## src/rtl/div_pkg.sv

```systemverilog
// Shared constants for the clock-divide scheduler: FSM state codes and
// default sizing/limits used by div_sched and div_core.
package div_pkg;

  localparam logic [1:0] IDLE = 2'd0;
  localparam logic [1:0] RUN  = 2'd1;
  localparam logic [1:0] PEND = 2'd2;

  localparam int MIN_DIV   = 2;
  localparam int CNT_W_DEF = 4;

endpackage

```

## src/rtl/div_core.sv

```systemverilog
// Phase counter with wrap detect and registered div_en/div_clk decode.
// The ratio register lives here and is replaced via load/load_div.
module div_core #(
  parameter int CNT_W       = div_pkg::CNT_W_DEF,
  parameter int DIV_DEFAULT = 4
) (
  input  logic             clk,
  input  logic             rst,
  input  logic             run,
  input  logic             load,
  input  logic [CNT_W-1:0] load_div,
  output logic [CNT_W-1:0] cur_div,
  output logic [CNT_W-1:0] po_cnt,
  output logic             div_en,
  output logic             div_clk,
  output logic             wrap
);

  localparam logic [CNT_W-1:0] ONE      = CNT_W'(1);
  localparam logic [CNT_W-1:0] DIV_INIT = CNT_W'(DIV_DEFAULT);

  logic             running;
  logic [CNT_W-1:0] div_next;
  logic [CNT_W-1:0] cnt_next;
  logic             en_next;
  logic             clk_next;

  assign wrap = running && (po_cnt == cur_div - ONE);

  // A new ratio always starts a fresh period at phase 0, so the counter can
  // never sit above the new N-1.
  always_comb begin
    div_next = load ? load_div : cur_div;
    if (!run || !running || load || wrap) begin
      cnt_next = '0;
    end else begin
      cnt_next = po_cnt + ONE;
    end
    en_next  = run && (cnt_next == div_next - ONE);
    clk_next = run && (cnt_next < (div_next >> 1));
  end

  always_ff @(posedge clk or negedge rst) begin
    if (!rst) begin
      running <= 1'b0;
      cur_div <= DIV_INIT;
      po_cnt  <= '0;
      div_en  <= 1'b0;
      div_clk <= 1'b0;
    end else begin
      running <= run;
      cur_div <= div_next;
      po_cnt  <= cnt_next;
      div_en  <= en_next;
      div_clk <= clk_next;
    end
  end

endmodule

```

## src/rtl/div_sched.sv

```systemverilog
// Divider run-time controller: FSM, pending-ratio register and the
// req/ack/err handshake; ratio changes land only on period boundaries.
module div_sched #(
  parameter int CNT_W       = div_pkg::CNT_W_DEF,
  parameter int DIV_DEFAULT = 4,
  parameter int MIN_DIV     = div_pkg::MIN_DIV
) (
  input  logic             clk,
  input  logic             rst,
  input  logic             en,
  input  logic             cfg_req,
  input  logic [CNT_W-1:0] cfg_div,
  output logic             cfg_ack,
  output logic             cfg_err,
  output logic             busy,
  output logic [CNT_W-1:0] cur_div,
  output logic [CNT_W-1:0] po_cnt,
  output logic             div_en,
  output logic             div_clk
);

  import div_pkg::*;

  localparam logic [CNT_W-1:0] MIN_V    = CNT_W'(MIN_DIV);
  localparam logic [CNT_W-1:0] DIV_INIT = CNT_W'(DIV_DEFAULT);

  logic [1:0]       state;
  logic [1:0]       state_next;
  logic [CNT_W-1:0] pend_div;
  logic [CNT_W-1:0] pend_next;
  logic             req_ok;
  logic             req_bad;
  logic             run;
  logic             load;
  logic [CNT_W-1:0] load_div;
  logic             ack_next;
  logic             wrap;

  assign req_ok  = cfg_req && (cfg_div >= MIN_V);
  assign req_bad = cfg_req && (cfg_div < MIN_V);

  always_comb begin
    state_next = state;
    pend_next  = pend_div;
    run        = 1'b0;
    load       = 1'b0;
    load_div   = cur_div;
    ack_next   = 1'b0;
    case (state)
      IDLE: begin
        if (req_ok) begin
          load     = 1'b1;
          load_div = cfg_div;
          ack_next = 1'b1;
        end
        if (en) begin
          state_next = RUN;
          run        = 1'b1;
        end
      end
      RUN: begin
        if (!en) begin
          state_next = IDLE;
          if (req_ok) begin
            load     = 1'b1;
            load_div = cfg_div;
            ack_next = 1'b1;
          end
        end else begin
          run = 1'b1;
          if (req_ok) begin
            pend_next  = cfg_div;
            state_next = PEND;
          end
        end
      end
      PEND: begin
        if (!en) begin
          // Stopping flushes the pending ratio; a same-cycle request supersedes it.
          state_next = IDLE;
          load       = 1'b1;
          load_div   = req_ok ? cfg_div : pend_div;
          ack_next   = 1'b1;
        end else begin
          run = 1'b1;
          if (wrap) begin
            load       = 1'b1;
            load_div   = pend_div;
            ack_next   = 1'b1;
            state_next = RUN;
          end
          // A request landing on the wrap cycle waits for the following wrap.
          if (req_ok) begin
            pend_next  = cfg_div;
            state_next = PEND;
          end
        end
      end
      default: state_next = IDLE;
    endcase
  end

  always_ff @(posedge clk or negedge rst) begin
    if (!rst) begin
      state    <= IDLE;
      pend_div <= DIV_INIT;
      busy     <= 1'b0;
      cfg_ack  <= 1'b0;
      cfg_err  <= 1'b0;
    end else begin
      state    <= state_next;
      pend_div <= pend_next;
      busy     <= (state_next == PEND);
      cfg_ack  <= ack_next;
      cfg_err  <= req_bad;
    end
  end

  div_core #(
    .CNT_W       (CNT_W),
    .DIV_DEFAULT (DIV_DEFAULT)
  ) u_core (
    .clk      (clk),
    .rst      (rst),
    .run      (run),
    .load     (load),
    .load_div (load_div),
    .cur_div  (cur_div),
    .po_cnt   (po_cnt),
    .div_en   (div_en),
    .div_clk  (div_clk),
    .wrap     (wrap)
  );

endmodule

```

## config.mk

```make
export PLATFORM = sky130hd
export DESIGN_NAME = div_sched
export DESIGN_NICKNAME = d
export VERILOG_FILES = /design/src/rtl/div_pkg.sv /design/src/rtl/div_core.sv /design/src/rtl/div_sched.sv
export SDC_FILE = /design/constraint.sdc
export NUM_CORES = 1
export LEC_CHECK = 0
export BUFFER_PORTS_ARGS = -buffer_cell sky130_fd_sc_hd__buf_2
export CORE_UTILIZATION = 56
export DETAILED_ROUTE_END_ITERATION = 12
export PLACE_DENSITY = 0.79
export SLEW_MARGIN = 5
export SYNTH_ARGS = -nofsm -noshare
export SYNTH_HDL_FRONTEND = slang
export SYNTH_SLANG_ARGS = --single-unit
```

## constraint.sdc

```tcl
create_clock -name clk -period 3.8 [get_ports clk]
set_input_delay 0.76 -clock clk [delete_from_list [all_inputs] [get_ports clk]]
set_output_delay 0.76 -clock clk [all_outputs]
set_load 0.005 [all_outputs]
```

==> results.md, run 1 <==
- Avg Cell Area, Syn: roughly 10 µm²
- Flop pwr share: a little under a third
- Initial DRC Count: 49
- Gate power share: 59.2%
- RePlAce Congestion: 0.882
- Synth area leaders: dfrtp_1, ha_1, xnor2_1, dfstp_2, inv_1
- Hold Fails Final Rpt: 0
- Clk Latency, worst-skew pair: 310 ps
- Final period util: between 90% and 100%
- TNS Setup: 0 ps
- Clock Power Share: 9.6%
- Layout cells sized above 1: 27.3%
- Vias/cell: between 6 and 7
- Slew margin rel.: between 50% and 60%
- Max-slew violations: 0
- Psw: 488 µW
- Number of global-route vias before repair: 1106
- Setup-failing EPs final: 0
- Async S/R FF share, synth: 100%
- Power consumption: ~1100 µW
- Clk slew on worst S/H paths: 110 ps
- CP Max Fanout: 7
- Largest net degree at the start of global routing: 21
- I/O Buffers: 20
- CTS tree: done
- First-pass GRT wire length: 5110 µm
- Count leader, synth: dfrtp_1
- Top FF cell, synth: dfrtp_1
- Status: complete, no violations
- Yosys top cell area share: approximately a third
- Final wirelength: 3070 µm
- Worst Path Class, Setup: register to register
- Setup Skew: 10.6 ps
- GRT Overall Usage: about 27%
- Int Power: 619 µW
- Clock root buffer: clkbuf_4
- Number of library cell types mapped by synthesis: 48
- Sequential share of the synthesized area: 37.3%
- Post-DP HPWL: between 2000 and 2500 µm
- Antenna cell count: 0
- Die Ht: 51.1 µm
- Synth Cell Area: approximately 0.0014 mm²
- Worst-Margin Slew: 647 ps
- PwrDens: 716 mW/mm²
- # hold bufs at CTS: 0
- Cts bufs inserted: 3
- Initial Util: 60.4%
- Site Rows: 17
- Cell count after synthesis: 134
- Reg-to-Reg End: u_core.div_en
- Die W: between 50 and 60 µm
- Final instance area: 0.00155 mm²
- Hold WS: 372 ps
- CP Launch Type: register
- Syn nets: 151
- Antenna viol nets, final: 0
- Vias: 1198
- Fmax: 289 MHz
- CP Capture Type: register
- Worst Reg2Reg Path Length in Cells: 14
- Unrepaired setup endpoints after global routing: no
- Area Growth Syn to Fin: 14.5%
- Max cap viols: 0
- Die footprint: 0.00261 mm²
- Max VDD drop: 0.000438 V
- Clk sink count: 20
- Drc violations: 0
- DR pass1 iterations: 4
- Placed instance area: 0.00151 mm²
- Leak: between 0.0007 and 0.0008 µW
- Drt wl/cell: 16.3 µm
- Post-synth EDFFs: 0
- Worst reg2reg startpoint: u_core.cur_div[1]
- Post-route minimum period: 3460 ps
- Worst EP required: 4010 ps
- Switch share: 44.1%
- Yosys Warn Count: 0
- Hold crit path type: input port to asynchronous set/reset pin
- Register bit total from synthesis: 20
- GRT overflow: 0
- Critical path data arrival time: 3670 ps
- Final Net Count: ~180
- Initial antenna violation count: 0
- Clock buffer depth: 2
- Worst R2R Setup Slack: 340 ps
- Largest area contributor in the netlist: dfrtp_1
- CTS H-Tree Depth: 1
- Commonest cells in the netlist: dfrtp_1, inv_1, o21ai_0
- Core Footprint: 0.00223 mm²
- Number of primary I/O pins: 21
[state kept, by name (all words and copies together), names as in the netlist]
signal          flops
u_core.po_cnt       4
cfg_ack             1
busy                1
pend_div            4
cfg_err             1
u_core.div_clk      1
u_core.cur_div      4
state               2
u_core.running      1
u_core.div_en       1
[layer usage]
| metal | global-route usage [%] | up-vias | share of wire [%] |
|---|---|---|---|
| met3 | 1.79 | 5 | 4.4 |
| li1 | - | 555 | - |
| met2 | 47.1 | 32 | 52 |
| met5 | 0 | - | 0 |
| met1 | 34.4 | 606 | 42 |
| met4 | 9.72 | 0 | 1.4 |
[per-stage QoR]
| stage | util (%) | setup slack (ps) | std cells |
|---|---|---|---|
| 5_1_grt | 69.2 | 81.2 | 189 |
| 4_1_cts | 68.9 | 216 | 189 |
| 3_5_place_dp | 67.7 | 173 | 185 |
| 3_3_place_gp | 67.7 | 233 | 185 |
| 6_report | 69.2 | 342 | 189 |
| 2_1_floorplan | - | 462 | 134 |
[power by group through the flow]
stage	sequential [µW]	clock, µW	combinational (µW)
CTS	346	110	649
finish	346	106	655
global placement	347	0	624
floorplan	348	0	461
detailed placement	350	0	644
global route	357	114	726
[worst max-delay path: stages, from the launching register on]
cell       delay, ps
dfrtp_1          380
inv_1             50
ha_1             270
xor2_1           220
nand4_4          180
o311ai_2         370
nand2_1          160
inv_2            120
a221o_1          240
inv_1             70
ha_1             190
xnor2_1          250
nand2_1           70
or4_1            410
a2111oi_2        350
[logic make-up (layout without fill, tap and decap cells)]
| family | after synthesis | in the layout | share of synthesized area (%) |
|---|---|---|---|
| compound gates | 43 | 43 | 25.2 |
| xor+xnor | 11 | 11 | 8.25 |
| fa+ha+maj | 9 | 9 | 8.34 |
| buf+inv | 17 | 44 | 4.73 |
| flops | 20 | 20 | 37.3 |
| mux | 5 | 5 | 4.08 |
| simple gates | 29 | 29 | 12.1 |
[worst max path at each step]
stage                       from             to  slack, ps  cells after the start
3_5_place_dp          cfg_div[3]  u_core.div_en        170                     12
5_1_grt        u_core.cur_div[1]  u_core.div_en         80                     14
2_1_floorplan         cfg_div[3]  u_core.div_en        460                     12
6_report       u_core.cur_div[1]  u_core.div_en        340                     14
3_3_place_gp          cfg_div[3]  u_core.div_en        230                     12
4_1_cts        u_core.cur_div[1]  u_core.div_en        220                     14
[cell type report]
class	instances	area [µm²]
fillers	198	688
flip-flops and latches	20	503
multi-input cells	97	791
well taps	28	35.0
repair buffers	24	130
inverters	16	60.1
clock buffers	4	26.3
[repair_timing]
action | CTS | global route
resized for setup | 0 | 1
endpoints found under the hold margin | 0 | 0
buffers inserted | 0 | 0
endpoints found under the setup margin | 0 | 1
[cell usage in the layout (no fill, tap or decap), types with 2 or more instances in the layout]
cell type  synthesis  routed
a21o_1             2       2
a21oi_1            4       4
a221oi_1           4       4
buf_2              0      20
buf_4              0       4
clkbuf_4           0       3
dfrtp_1           18      18
dfstp_2            2       2
ha_1               9       9
inv_1             14      14
inv_2              2       2
mux2_2             4       4
nand2_1            6       6
nand2b_1           3       3
nand3_1            4       4
nor2_1             7       7
nor3_1             2       2
o2111ai_1          2       2
o21ai_0           10      10
o22ai_1            2       2
xnor2_1            7       7
xor2_1             3       3
Note: power is estimated with default switching activity, not from simulation.
==> run 2: changes to the inputs <==
--- a/config.mk
+++ b/config.mk
@@ -5,10 +5,11 @@
 export SDC_FILE = /design/constraint.sdc
 export NUM_CORES = 1
 export LEC_CHECK = 0
+export ABC_AREA = 1
 export BUFFER_PORTS_ARGS = -buffer_cell sky130_fd_sc_hd__buf_2
-export CORE_UTILIZATION = 56
+export CORE_UTILIZATION = 58
 export DETAILED_ROUTE_END_ITERATION = 12
-export PLACE_DENSITY = 0.79
+export PLACE_DENSITY = 0.8
 export SLEW_MARGIN = 5
 export SYNTH_ARGS = -nofsm -noshare
 export SYNTH_HDL_FRONTEND = slang
==> results.md, run 2 <==
- Reg-to-Reg End: u_core.div_en
- Die footprint: 0.00306 mm² (+17%)
- Hold Fails Final Rpt: 0 (unchanged)
- Area Growth Syn to Fin: 10.9%
- Post-synth EDFFs: 0 (unchanged)
- CTS tree: done
- Synth Area in XOR/XNOR: 1.06% (-7.2 points)
- Worst EP required: 4070 ps (+60 ps)
- Cts bufs inserted: 3 (unchanged)
- Die W: 55.3 µm (+8.3%)
- Max cap viols: 0 (unchanged)
- Avg Cell Area, Syn: 6.81 µm² (-32%)
- Worst reg2reg startpoint: u_core.cur_div[1]
- RePlAce Congestion: 0.927 (+5.1%)
- Count leader, synth: nand2_1
- Post-route minimum period: 2900 ps (-561 ps)
- I/O Buffers: 20 (unchanged)
- Antenna viol nets, final: 0 (unchanged)
- Number of primary I/O pins: 21 (unchanged)
- Drt wl/cell: 13.3 µm (-18%)
- Vias: 1626 (+36%)
- DR pass1 iterations: 7 (+3)
- Register bit total from synthesis: 20 (unchanged)
- Max-slew violations: 0 (unchanged)
- Top FF cell, synth: dfrtp_1
- Initial DRC Count: 81 (+65%)
- Fmax: 345 MHz (+19%)
- # Post-CTS Setup Buffers: 0 (unchanged)
- First-pass GRT wire length: 6870 µm (+34%)
- Site Rows: 18 (+1)
- Setup-failing EPs final: 0 (unchanged)
- Die Ht: 55.3 µm (+8.3%)
- Post-Synth Simple-Gate Area: 39.8% (+28 points)
- Yosys Warn Count: 0 (unchanged)
- Largest net degree at the start of global routing: 22 (+4.8%)
- Clock root buffer: clkbuf_4
- Slew margin rel.: 69.9% (+13 points)
- CTS H-Tree Depth: 1 (unchanged)
- Finished Layout Cells: 295 (+56%)
- Worst Path Class, Setup: register to register
- Post-cts sizing count: 0 (unchanged)
- Clk sink count: 20 (unchanged)
- Number of global-route vias before repair: 1490 (+35%)
- Final period util: 76.2% (-15 points)
- CP Max Fanout: 8 (+1)
- Sequential share of the synthesized area: 30.5% (-6.8 points)
- Antenna cell count: 0 (unchanged)
- CP Launch Type: register
- Number of library cell types mapped by synthesis: 29 (-40%)
- Compound-Gate Fraction of Synth Area: 13.3% (-12 points)
- Clk Latency, worst-skew pair: 310 ps (about the same)
- Worst-Margin Slew: 451 ps (-196 ps)
- Synth area leaders: dfrtp_1, nand2_1, ha_1, inv_1, nand3_1
- Drc violations: 0 (unchanged)
- Commonest cells after routing, fill and taps aside: nand2_1, inv_1, nor2_1
- Hold crit path type: input port to asynchronous set/reset pin
- Commonest cells in the netlist: nand2_1, inv_1, nor2_1
- Max VDD drop: 0.000513 V (+17%)
- Vias/cell: 5.51 (-13%)
- Clock buffer depth: 2 (unchanged)
- Setup Skew: 6.29 ps (-4.30 ps)
- PwrDens: 756 mW/mm² (+5.5%)
- Final Net Count: 283 (+58%)
- Final wirelength: 3940 µm (+28%)
- Worst R2R Setup Slack: 900 ps (+560 ps)
- Synth Cell Area: 0.00165 mm² (+22%)
- Initial antenna violation count: 0 (unchanged)
- Layout cells sized above 1: 20.0% (-7.3 points)
- Clk slew on worst S/H paths: 120 ps (about the same)
- Inst Count DP: 291 (+57%)
- Leak: 0.000996 µW (+36%)
- # hold bufs at CTS: 0 (unchanged)
- CP Capture Type: register
- Core Footprint: 0.00259 mm² (+16%)
- Biggest regs: pend_div (4), u_core.cur_div (4), u_core.po_cnt (4)
- Commonest non-fill, non-tap cell in the layout: nand2_1
- Async S/R FF share, synth: 100% (unchanged)
- Largest area contributor in the netlist: dfrtp_1
- Syn nets: 259 (+72%)
- Yosys top cell area share: 27.3% (-6.1 points)
- Worst Reg2Reg Path Length in Cells: 22 (+8)
- Status: complete, no violations
- TNS Setup: 0 ps (unchanged)
- Post-Synth Adder-Cell Area: 6.83% (-1.5 points)
- Mux cell area share after synthesis: 0% (-4.1 points)
- GRT Overall Usage: 28.1% (+1.3 points)
- Unrepaired setup endpoints after global routing: no
- Critical path data arrival time: 3160 ps (-510 ps)
- Post-DP HPWL: 3040 µm (+29%)
- GRT overflow: 0 (unchanged)
- Initial Util: 63.7% (+3.2 points)
- Largest family of logic cells by synthesized area: simple AND/OR/NAND/NOR gates
- Cell count after synthesis: 242 (+81%)
==> run 2: cell types whose count changed after synthesis, sizes merged, moves of 7 or more <==
| cell | change |
|---|---|
| o21ai | +10 |
| nor2 | +18 |
| inv | +17 |
| nand2 | +78 |
| xnor2 | -7 |
| nand3 | +18 |
| a21oi | +8 |
==> run 2: worst max-delay path, cell delays in order, from the launching register on <==
cell and delay (ps):
dfrtp_1 420, inv_1 190, ha_1 290, nand2_1 70
inv_1 30, nor2_1 70, nand2_1 90, nor2_4 230
nand2_4 120, nand2_4 80, nand2_4 60, nand2_2 130
nand2_1 120, nand2_1 100, nand2_2 70, ha_1 310
nand2_1 70, nand2_1 40, nor2_1 80, o21ai_1 70
nor2_1 100, nand2_1 60, inv_1 40
==> run 2: cell type report <==
class / instances / area, µm²
Multi-Input combinational cell: 187 / 1000
Fill cell: 233 / 761
Clock buffer: 3 / 22.5
Clock inverter: 1 / 30.0
Inverter: 33 / 124
Tap cell: 30 / 37.5
Sequential cell: 20 / 503
Timing Repair Buffer: 21 / 108
==> run 2: worst max-delay path by stage <==
stage	startpoint	endpoint	cells past startpoint
3_3_place_gp	en	u_core.div_en	15
5_1_grt	u_core.cur_div[0]	u_core.div_en	22
4_1_cts	u_core.cur_div[1]	u_core.div_en	22
3_5_place_dp	en	u_core.div_en	15
2_1_floorplan	u_core.cur_div[0]	u_core.div_en	22
6_report	u_core.cur_div[1]	u_core.div_en	22
==> run 2: kinds of logic after synthesis <==
kind of cell,count (synthesis)
simple gates,140
fa+ha+maj,9
xor+xnor,2
flops,20
buf+inv,35
compound gates,36
==> run 2: metrics by stage <==
stage	worst slack (ps)	utilization, %	hold WS [ps]	power, µW	area (µm²)
2_1_floorplan	1250	-	453	991	1650
3_3_place_gp	891	68.6	476	1180	1780
3_5_place_dp	901	68.6	478	1200	1780
4_1_cts	942	70.6	387	1380	1830
5_1_grt	603	70.6	402	1530	1830
6_report	903	70.6	374	1380	1830
==> run 2: power by group <==
part	total (µW)	switching, µW	leakage [µW]	internal [µW]
combinational	850	553	0.000715	297
clock	178	70.9	0.0000279	107
sequential	355	63.6	0.000253	291
==> run 2: routing by layer <==
layer | vias to the layer above | global-route usage [%] | wire [µm]
li1 | 830 | - | -
met1 | 711 | 40.5 | 1840
met2 | 75 | 43.0 | 1690
met3 | 10 | 2.81 | 322
met4 | 0 | 11.8 | 93
met5 | - | 0 | 0
==> run 3: changes to the inputs <==
==> constraint.sdc (replaced) <==
create_clock -name clk -period 3 [get_ports clk]
set_input_delay 0.6 -clock clk [delete_from_list [all_inputs] [get_ports clk]]
set_output_delay 0.6 -clock clk [all_outputs]
set_load 0.005 [all_outputs]
==> results.md, run 3 (synthesis results as in run 2) <==
- Status: complete, no violations
- Final Net Count: 292 (+3.2%)
- CTS tree: done
- Die Ht: 55.3 µm (unchanged)
- Initial antenna violation count: 0 (unchanged)
- Power consumption: 1760 µW (+27%)
- Critical-path top delay cell: dfrtp_1
- Wl on met1: 1950 µm (+6.4%)
- Worst EP required: 3260 ps (-810 ps)
- RePlAce Congestion: 0.929 (+0.17%)
- Worst Reg2Reg Path Length in Cells: 22 (unchanged)
- Drt wl/cell: 13.4 µm (+0.51%)
- Clk Latency, worst-skew pair: 310 ps (about the same)
- # hold bufs at CTS: 0 (unchanged)
- CP Max Fanout: 7 (-1)
- Vias: 1677 (+3.1%)
- Multi-input gate area in the final layout: 0.00100 mm² (unchanged)
- Layout cells sized above 1: 23.0% (+3.0 points)
- Commonest non-fill, non-tap cell in the layout: nand2_1
- Setup-failing EPs final: 0 (unchanged)
- DR pass1 iterations: 5 (-2)
- Reg-to-Reg End: u_core.div_en
- Core Footprint: 0.00259 mm² (unchanged)
- CP Launch Type: register
- Leak: 0.00104 µW (+3.9%)
- Clk sink count: 20 (unchanged)
- Most frequent CP cell: nand2_1
- Max-slew violations: 0 (unchanged)
- Worst R2R Setup Slack: 300 ps (-600 ps)
- GRT Overall Usage: 27.8% (-0.37 points)
- Fmax: 370 MHz (+7.3%)
- Max VDD drop: 0.000727 V (+42%)
- Worst-Margin Slew: 461 ps (+9.33 ps)
- Initial Util: 63.7% (unchanged)
- CP startpoint: u_core.cur_div[1]
- Unrepaired setup endpoints after global routing: no
- Hold crit path type: input port to asynchronous set/reset pin
- Die footprint: 0.00306 mm² (unchanged)
- CTS H-Tree Depth: 1 (unchanged)
- Die W: 55.3 µm (unchanged)
- First-pass GRT wire length: 6860 µm (-0.10%)
- Final wirelength: 4080 µm (+3.6%)
- Initial DRC Count: 101 (+25%)
- Post-route minimum period: 2700 ps (-197 ps)
- Worst reg2reg startpoint: u_core.cur_div[1]
- Slew margin rel.: 69.3% (-0.62 points)
- Worst-path cell chain: inv_1 > ha_1 > nand2_1 > inv_1 > nor2_1 > nand2_1 > nor2_4 > nand2_4 > nand2_4 > nand2_4 > nand2_2 > nand2_1 > nand2_1 > nand2_2 > ha_1 > nand2_1 > nand2_1 > nor2_1 > o21ai_1 > nor2_1 > nand2_1 > inv_1
- Antenna viol nets, final: 0 (unchanged)
- Clock root buffer: clkbuf_4
- Commonest cells after routing, fill and taps aside: nand2_1, inv_1, nor2_1
- Vias/cell: 5.52 (about the same)
- Clk slew on worst S/H paths: 120 ps (about the same)
- Max cap viols: 0 (unchanged)
- PwrDens: 937 mW/mm² (+24%)
- CP endpoint: u_core.div_en
- WL met3: 275 µm (-15%)
- Cts bufs inserted: 3 (unchanged)
- GRT overflow: 0 (unchanged)
- Antenna cell count: 0 (unchanged)
- Number of primary I/O pins: 21 (unchanged)
- Critical path data arrival time: 2960 ps (-200 ps)
- CP Capture Type: register
- I/O Buffers: 20 (unchanged)
- Setup Skew: 5.26 ps (-1.02 ps)
- Fillcell total: 230 (-1.3%)
- Reg area: 503 µm² (unchanged)
- Hold Fails Final Rpt: 0 (unchanged)
- Top sig layer: met4
- Slowest cell delay on critical path: 420 ps (about the same)
- TNS Setup: 0 ps (unchanged)
- Area Growth Syn to Fin: 14.0%
- Worst Path Class, Setup: register to register
- Site Rows: 18 (unchanged)
- Post-DP HPWL: 3090 µm (+1.5%)
- Clock buffer depth: 2 (unchanged)
- Drc violations: 0 (unchanged)
- Hold WS: 220 ps (-154 ps)
- Biggest regs: pend_div (4), u_core.cur_div (4), u_core.po_cnt (4)
- Final period util: 90.0% (+14 points)
- Met2 wire len: 1810 µm (+7.4%)
- Number of global-route vias before repair: 1508 (+1.2%)
- Largest net degree at the start of global routing: 22 (unchanged)
-- run 3: cell count changes in the layout (fill, tap and decap cells not counted) --
| cell | before | now |
|---|---|---|
| buf_4 | 1 | 10 |
| bufinv_16 | 1 | 0 |
| clkbuf_8 | 0 | 1 |
| inv_1 | 29 | 28 |
| inv_2 | 4 | 5 |
-- run 3: power breakdown --
group          switching (µW)  total, µW  internal [µW]  leakage (µW)
registers                79.0        448            369      0.000253
logic                     725       1150            427      0.000761
clock network            89.2        163           74.1     0.0000210
total                     893       1760            870       0.00104
-- run 3: layer usage --
metal  up-vias  global-route usage (%)
li1        849                       -
met1       765                    41.3
met2        57                    42.0
met3         6                    4.68
met4         0                    6.43
met5         -                       0
-- run 3: worst min path at each step --
stage | endpoint | cells past startpoint | start
after CTS | cfg_err | 1 | rst
after floorplan | busy | 0 | rst
after global routing | cfg_err | 1 | rst
final | cfg_err | 1 | rst
after global placement | pend_div[3] | 2 | pend_div[3]
after detailed placement | pend_div[1] | 2 | pend_div[1]
-- run 3: layout make-up --
| cell class | count | area share [%] |
|---|---|---|
| Multi-Input combinational cell | 187 | 53.4 |
| Inverter | 33 | 6.59 |
| Sequential cell | 20 | 26.7 |
| Clock buffer | 4 | 1.93 |
| Timing Repair Buffer | 30 | 9.31 |
| Tap cell | 30 | 2.00 |
-- run 3: repair_timing --
| item | CTS | global route |
|---|---|---|
| resized for setup | 0 | 1 |
| setup buffers | 0 | 5 |
| endpoints found under the setup margin | 0 | 1 |
-- run 3: stage by stage --
step	setup slack (ps)	instances	cell area, µm²	util (%)
after floorplan	452	242	1650	-
after global routing	8.92	304	1880	72.6
after global placement	301	295	1810	69.8
final	300	304	1880	72.6
after CTS	195	299	1840	71.2
after detailed placement	229	295	1810	69.8
-- run 3: critical path: cells and delay by family, from the launching register on --
family / cells / cell delay, ps
flops: 1 / 420
buf+inv: 3 / 200
compound gates: 1 / 70
fa+ha+maj: 2 / 560
simple gates: 16 / 1380
